$ cat src/rtl/dm_dma.sv
`default_nettype none
// ============================================================================
//  Module   : dm_dma
//  Purpose  : Block-copy / block-fill engine driving the data-memory port.
//             Copies a contiguous byte range inside DM (byte-serial, strictly
//             forward, read then write per byte) or fills a range with a
//             constant. Addresses wrap modulo 2^ADDR_W.
//  Ports    : clk, rst            - clock, async active-high reset
//             start               - request pulse, honoured only when idle
//             mode                - 0 = copy, 1 = fill
//             src_addr, dst_addr  - source / destination base addresses
//             len                 - byte count (0 = no transfer)
//             fill_data           - constant written in fill mode
//             busy, done          - status / one-cycle completion pulse
//             DM_r_en, DM_w_en    - DM strobes (never both high)
//             addr, DM_w_data     - DM address / write data
//             i_DM_data           - DM read data, combinational with DM_r_en
//  Revision : 1.0 - initial release
// ============================================================================
module dm_dma #(
  parameter int ADDR_W = 8,
  parameter int DATA_W = 8
) (
  input  logic              clk,
  input  logic              rst,
  input  logic              start,
  input  logic              mode,
  input  logic [ADDR_W-1:0] src_addr,
  input  logic [ADDR_W-1:0] dst_addr,
  input  logic [ADDR_W-1:0] len,
  input  logic [DATA_W-1:0] fill_data,
  output logic              busy,
  output logic              done,
  output logic              DM_r_en,
  output logic              DM_w_en,
  output logic [ADDR_W-1:0] addr,
  output logic [DATA_W-1:0] DM_w_data,
  input  logic [DATA_W-1:0] i_DM_data
);

  typedef enum logic [1:0] {
    ST_IDLE  = 2'd0,
    ST_READ  = 2'd1,
    ST_WRITE = 2'd2,
    ST_DONE  = 2'd3
  } state_t;

  localparam logic [ADDR_W-1:0] c_ONE = {{(ADDR_W-1){1'b0}}, 1'b1};

  state_t              state_q;
  logic [ADDR_W-1:0]   cnt_q;
  logic [DATA_W-1:0]   buf_q;
  logic [ADDR_W-1:0]   src_q;
  logic [ADDR_W-1:0]   dst_q;
  logic [ADDR_W-1:0]   len_q;
  logic                mode_q;
  logic [DATA_W-1:0]   fill_q;
  logic                busy_q;
  logic                done_q;
  logic                r_en_q;
  logic                w_en_q;
  logic [ADDR_W-1:0]   addr_q;

  logic [ADDR_W-1:0]   cnt_d;
  logic                last_d;

  assign cnt_d  = cnt_q + c_ONE;
  assign last_d = (cnt_q == (len_q - c_ONE));

  // Strobes and address are registered one step ahead: every branch that
  // enters a state also loads the strobes/address that state presents.
  always_ff @(posedge clk or posedge rst) begin
    if (rst) begin
      state_q <= ST_IDLE;
      cnt_q   <= '0;
      buf_q   <= '0;
      src_q   <= '0;
      dst_q   <= '0;
      len_q   <= '0;
      mode_q  <= 1'b0;
      fill_q  <= '0;
      busy_q  <= 1'b0;
      done_q  <= 1'b0;
      r_en_q  <= 1'b0;
      w_en_q  <= 1'b0;
      addr_q  <= '0;
    end else begin
      r_en_q <= 1'b0;
      w_en_q <= 1'b0;
      addr_q <= '0;
      done_q <= 1'b0;
      case (state_q)
        ST_IDLE: begin
          if (start) begin
            src_q  <= src_addr;
            dst_q  <= dst_addr;
            len_q  <= len;
            mode_q <= mode;
            fill_q <= fill_data;
            cnt_q  <= '0;
            busy_q <= 1'b1;
            if (len == '0) begin
              state_q <= ST_DONE;
              done_q  <= 1'b1;
            end else if (mode) begin
              state_q <= ST_WRITE;
              w_en_q  <= 1'b1;
              addr_q  <= dst_addr;
            end else begin
              state_q <= ST_READ;
              r_en_q  <= 1'b1;
              addr_q  <= src_addr;
            end
          end
        end
        ST_READ: begin
          buf_q   <= i_DM_data;
          state_q <= ST_WRITE;
          w_en_q  <= 1'b1;
          addr_q  <= dst_q + cnt_q;
        end
        ST_WRITE: begin
          if (last_d) begin
            state_q <= ST_DONE;
            done_q  <= 1'b1;
          end else begin
            cnt_q <= cnt_d;
            if (mode_q) begin
              state_q <= ST_WRITE;
              w_en_q  <= 1'b1;
              addr_q  <= dst_q + cnt_d;
            end else begin
              state_q <= ST_READ;
              r_en_q  <= 1'b1;
              addr_q  <= src_q + cnt_d;
            end
          end
        end
        default: begin  // ST_DONE
          state_q <= ST_IDLE;
          busy_q  <= 1'b0;
        end
      endcase
    end
  end

  assign busy      = busy_q;
  assign done      = done_q;
  assign DM_r_en   = r_en_q;
  assign DM_w_en   = w_en_q;
  assign addr      = addr_q;
  // Write data is only driven during a write so the bus idles at zero.
  assign DM_w_data = w_en_q ? (mode_q ? fill_q : buf_q) : '0;

endmodule
`default_nettype wire
$ cat config.mk
export PLATFORM = sky130hd
export DESIGN_NAME = dm_dma
export DESIGN_NICKNAME = d
export VERILOG_FILES = /design/src/rtl/dm_dma.sv
export SDC_FILE = /design/constraint.sdc
export NUM_CORES = 1
export LEC_CHECK = 0
export CORE_ASPECT_RATIO = 0.6
export CORE_UTILIZATION = 45
export CTS_BUF_LIST = sky130_fd_sc_hd__clkbuf_16
export DETAILED_ROUTE_END_ITERATION = 12
export HOLD_SLACK_MARGIN = 0.15
export PLACE_DENSITY_LB_ADDON = 0.3
export SLEW_MARGIN = 20
export SYNTH_ARGS = -nofsm -noshare
export SYNTH_HDL_FRONTEND = slang
export SYNTH_SLANG_ARGS = --single-unit
$ cat constraint.sdc
create_clock -name clk -period 6.3 [get_ports clk]
set_input_delay 1.575 -clock clk [delete_from_list [all_inputs] [get_ports clk]]
set_output_delay 1.575 -clock clk [all_outputs]
set_load 0.02 [all_outputs]
==> impl_metrics.tcl, run 1 <==
set metrics [dict create \
    io_buffers 63 \
    synth_flop_cell "dfrtp_1" \
    grt_pass1_wl_mm 15.8 \
    cts.sinks 63 \
    syn_nets 440 \
    fin_crit_sh 0.548 \
    ff2ff_path_depth 11 \
    r2r-end "addr[7]$_DFF_PP0_" \
    crit_fanout 20 \
    clockBufferDepth 2 \
    r2r_setup_slack_ns 3.39 \
    ys_ff_latch 63 \
    postSynthAreaPerCell_um2 10.4 \
    path_class "flop to output port" \
    antenna_cells 0 \
    post-dp-hpwl_mm 7.04 \
    n_fill_cell 697 \
    grtUsageTotal 0.237 \
    ioPinCount 64 \
    ir_drop_mv 0.239 \
    max_freq_ghz 0.290 \
    cts_hold_buf 0 \
    drt-total-wl_mm 9.72 \
    cts_tree "built" \
    ys_warn_count 0 \
    via_count 3106 \
    synth_area_um2 3890 \
    ant_nets 0 \
    drv_slew 0 \
    row_count 25 \
    grt_pass1_vias 3102 \
    finClkSkew_ns 0.00762 \
    yosysUniqueCellTypes 45 \
    cp_num_buf_inv 2 \
    htree_levels 3 \
    worstReg2RegStart "mode_q$_DFFE_PP0P_" \
    finalSetupTns_ns 0 \
    layout_common_cells "dfrtp_1 (63), clkdlybuf4s50_1 (63), mux2_2 (48)" \
    dp_slack_ns 2.55 \
    rsz0062_at_grt "false" \
    worst_slew_margin_rel 0.416 \
    cts_root_buf "clkbuf_16" \
    critPathLaunchType "flop" \
    status "completed" \
    worst_pin_slew_ns 0.875 \
    die_h_um 74.0 \
    yosysTopAreaCellShare 0.405 \
    clk-insertion-delay-late_ns 0.34 \
    hold_viol 0 \
    netlist_instances 374 \
    postCtsSetupBuffers 0 \
    first_pass_iters 4 \
    core_area_um2 8130 \
    hp-class "flop to flop" \
    die_w_um 122 \
    overflow 0 \
    setup_violations 0 \
    crit_path_start "mode_q$_DFFE_PP0P_" \
    drt_iter0_markers 241 \
    synth.area.top_cells "dfrtp_1 (41%), mux2_2 (14%), ha_1 (6.4%)" \
    min_path_cells 1 \
    initial_core_util 0.478 \
    slowest_stage "clkdlybuf4s50_1" \
    async_flop_share 1.00 \
    grt_max_degree 64 \
    viasPerCell 5.71 \
    setup.worst_path.end_class "output port" \
    drv_cap 0 \
    setup_ws_ns 2.85 \
    gp_congestion 0.873 \
    cp.required_ns 4.72 \
    p_leak_uw 0.00215 \
    path_cells "buf_4, mux2i_1, nor2b_1, clkdlybuf4s50_1" \
    slowest_delay_ns 0.62 \
    period_needed_ns 3.45 \
    route.detailed.drc 0 \
    antenna_found_initial 0 \
    synth-edff-count 0 \
    critical-path-top-delay-family "buffers and inverters" \
    cts_made_buffers 9 \
    layout-drive-gt1-share 0.158 \
    synth-seq-area-share 0.405 \
    area_delta_synth_final_pct 25.2 \
    synth_top_cell_by_area "dfrtp_1" \
    wl_per_cell_um 17.9 \
    hold_start "buf_q[1]$_DFFE_PP0P_" \
    cts_resized 0 \
    p_per_area_nw_per_um2 517 \
    crit_arrival_ns 1.88 \
    nNetsFinal 497 \
    holdPathEnd "buf_q[1]$_DFFE_PP0P_" \
    clk_pin_slew_ns 0.05 \
    dieArea_um2 9040 \
]
[cell usage after synthesis (2+ instances only)]
| cell type | number |
|---|---|
| a21o_1 | 3 |
| a21oi_1 | 23 |
| a31oi_1 | 4 |
| and3_1 | 6 |
| buf_1 | 2 |
| clkbuf_1 | 14 |
| dfrtp_1 | 63 |
| fa_1 | 2 |
| ha_1 | 20 |
| inv_1 | 16 |
| mux2_2 | 48 |
| mux2i_1 | 21 |
| nand2_1 | 9 |
| nand2b_1 | 6 |
| nand3_1 | 11 |
| nand3b_1 | 2 |
| nor2_1 | 23 |
| nor2b_1 | 10 |
| nor3_1 | 8 |
| nor3b_1 | 2 |
| nor4_1 | 5 |
| o2111ai_1 | 4 |
| o211ai_1 | 3 |
| o21ai_0 | 13 |
| o22ai_1 | 10 |
| xnor2_1 | 16 |
| xor2_1 | 12 |
[sequential cells by signal, indices dropped and copies added, names as in the netlist]
name     count
addr         8
buf_q        8
cnt_q        8
dst_q        8
fill_q       8
len_q        8
src_q        8
state_q      2
DM_r_en      1
DM_w_en      1
busy         1
done         1
mode_q       1
[routing by layer]
layer | routed length, µm | GRT usage
met5 | 0 | 0
met4 | 131 | 0.0854
met3 | 537 | 0.0544
met2 | 4300 | 0.372
met1 | 4740 | 0.323
[cells by family (layout without fill, tap and decap cells)]
kind of cell	after synthesis	after routing	synth area share
buf+inv	36	98	0.0383
simple gates	90	90	0.124
compound gates	66	66	0.102
mux	69	69	0.193
fa+ha+maj	22	22	0.0746
flops	63	63	0.405
xor+xnor	28	28	0.0630
[report_power, final]
group	internal [µW]	total, µW	switching (µW)
clock network	298	471	173
logic	634	1290	657
registers	592	757	165
total	1520	2520	994
[worst max-delay path by stage]
| stage | end | slack, ns | depth (start not counted) |
|---|---|---|---|
| after global placement | dst_q[7]$_DFFE_PP0P_ | 2.63 | 4 |
| after floorplan | DM_r_en$_DFF_PP0_ | 3.16 | 1 |
| after CTS | DM_w_data[4] | 2.85 | 4 |
| after global routing | DM_w_data[1] | 2.79 | 4 |
| final | DM_w_data[4] | 2.85 | 4 |
| after detailed placement | src_q[7]$_DFFE_PP0P_ | 2.55 | 4 |
[layout make-up]
type                    instances  area [µm²]  area share
flip-flops and latches         63        1580       0.324
multi-input cells             275        2170       0.445
well taps                     108         135      0.0277
clock buffers                   9         225      0.0462
repair buffers                 66         653       0.134
inverters                      16        60.1      0.0123
clock inverters                 7        55.1      0.0113
[per-stage QoR]
step	hold WS (ns)	cells	util	area (µm²)	power, µW
global placement	0.488	528	0.564	4590	1970
CTS	0.508	544	0.599	4870	2520
finish	0.503	544	0.599	4870	2520
floorplan	0.475	374	-	3890	1650
detailed placement	0.497	528	0.564	4590	2030
global route	0.524	544	0.599	4870	2690
No activity file was read; power rests on OpenSTA's default activity.
==> run 2: changes to the inputs <==
==> constraint.sdc (replaced) <==
create_clock -name clk -period 2.98 [get_ports clk]
set_input_delay 0.745 -clock clk [delete_from_list [all_inputs] [get_ports clk]]
set_output_delay 0.745 -clock clk [all_outputs]
set_load 0.02 [all_outputs]
==> run 2 against run 1 <==
Against the previous run:
- critical path depth is the same
- sequential cell count unchanged
- worst hold slack better by 0.0033 ns
- clock-buffer cell count is the same
- combinational power up 110%
- core utilization rose by 1.4 points
- clock power rose to 2.5 times the previous value
- setup slack got worse by 2.6 ns
- clock skew is 0.0010 ns lower
- die area did not move
- first-iteration DRC count shrank 17%
- register-to-register slack worse by 3.1 ns
==> impl_metrics.tcl, run 2 (same netlist as run 1, synthesis figures left out) <==
set metrics [dict create \
    cts.sinks 63 \
    worst_slew_margin_rel 0.425 \
    cts_resized 0 \
    max_freq_ghz 0.368 \
    clk_pin_slew_ns 0.05 \
    cts_tree "built" \
    grt_pass1_wl_mm 15.6 \
    crit_fanout 15 \
    antenna_cells 0 \
    row_count 25 \
    overflow 0 \
    wl_per_cell_um 17.4 \
    die_h_um 74.0 \
    nNetsFinal 503 \
    area_delta_synth_final_pct 28.1 \
    dieArea_um2 9040 \
    gp_congestion 0.970 \
    post-dp-hpwl_mm 7.16 \
    route.detailed.drc 0 \
    initial_core_util 0.478 \
    path_class "flop to output port" \
    path_cells "buf_4, mux2i_1, nor2b_1, clkdlybuf4s50_1" \
    fin_crit_sh 0.913 \
    antenna_found_initial 0 \
    finClkSkew_ns 0.00658 \
    setup_violations 0 \
    layout_common_cells "dfrtp_1 (63), clkdlybuf4s50_1 (63), mux2_2 (48)" \
    hp-class "flop to flop" \
    layout-drive-gt1-share 0.176 \
    ir_drop_mv 0.520 \
    drv_cap 0 \
    cp_num_buf_inv 2 \
    first_pass_iters 4 \
    drt-total-wl_mm 9.57 \
    htree_levels 3 \
    period_needed_ns 2.72 \
    critical-path-top-delay-family "buffers and inverters" \
    postCtsSetupBuffers 0 \
    crit_arrival_ns 1.98 \
    drv_slew 0 \
    hold-worst-slack_ns 0.506 \
    rsz0062_at_grt "false" \
    setup.worst_path.end_class "output port" \
    cp.required_ns 2.24 \
    slowest_stage "clkdlybuf4s50_1" \
    finalSetupTns_ns 0 \
    worst_pin_slew_ns 0.862 \
    grtUsageTotal 0.235 \
    cts_hold_buf 0 \
    grt_max_degree 38 \
    status "completed" \
    cts_root_buf "clkbuf_16" \
    p_per_area_nw_per_um2 1110 \
    ant_nets 0 \
    ioPinCount 64 \
    drt_iter0_markers 199 \
    hold_viol 0 \
    io_buffers 63 \
    p_leak_uw 0.00221 \
    slowest_delay_ns 0.62 \
    die_w_um 122 \
    critPathLaunchType "flop" \
    via_count 3029 \
    cts_made_buffers 9 \
    viasPerCell 5.51 \
    clockBufferDepth 2 \
    core_area_um2 8130 \
    grt_pass1_vias 3122 \
    clk-insertion-delay-late_ns 0.34 \
]
==> run 2: cell types whose count changed in the layout (fill, tap and decap cells not counted), sizes merged <==
cell / change
clkinv: -2
bufinv: +2
buf: +6
inv: -1
clkinvlp: +1
==> run 2: final timing paths <==
kind / from / end / slack [ns] / depth (start not counted)
max: mode_q$_DFFE_PP0P_ / DM_w_data[1] / 0.26 / 4
min: src_q[2]$_DFFE_PP0P_ / src_q[2]$_DFFE_PP0P_ / 0.51 / 1
max reg2reg: len_q[0]$_DFFE_PP0P_ / addr[7]$_DFF_PP0_ / 0.33 / 9
min reg2reg: src_q[2]$_DFFE_PP0P_ / src_q[2]$_DFFE_PP0P_ / 0.51 / 1
max in group asynchronous: rst / done$_DFF_PP0_ / 1.57 / 3
min in group asynchronous: rst / src_q[4]$_DFFE_PP0P_ / 0.80 / 2
==> run 2: through the flow <==
stage,instances,util,setup WS (ns),total power [µW],area (µm²)
6_report,550,0.613,0.259,5540,4980
5_1_grt,550,0.613,0.109,5920,4980
4_1_cts,550,0.613,0.209,5550,4980
3_5_place_dp,534,0.572,0.223,4330,4650
3_3_place_gp,534,0.572,0.343,4210,4650
2_1_floorplan,374,-,0.111,3490,3890
==> run 2: area by class of cell <==
cell class,count,area (µm²)
multi-input combinational,275,2170
clock buffer,9,225
inverter,16,60.1
timing repair buffer,72,711
tap,108,135
clock inverter,7,111
fill,662,3150
sequential,63,1580
==> run 2: layer usage <==
metal	GRT usage	vias to the layer above	wire length [µm]
li1	-	1472	-
met1	0.319	1444	4720
met2	0.345	97	3930
met3	0.0821	16	753
met4	0.0908	0	157
met5	0	-	0
==> run 2: where the power goes <==
part	internal [µW]	leakage, µW	total [µW]	switching [µW]
Sequential	1250	0.000771	1600	349
Clock	810	0.000163	1190	381
Combinational	1370	0.00127	2740	1380
Total	3430	0.00221	5540	2110
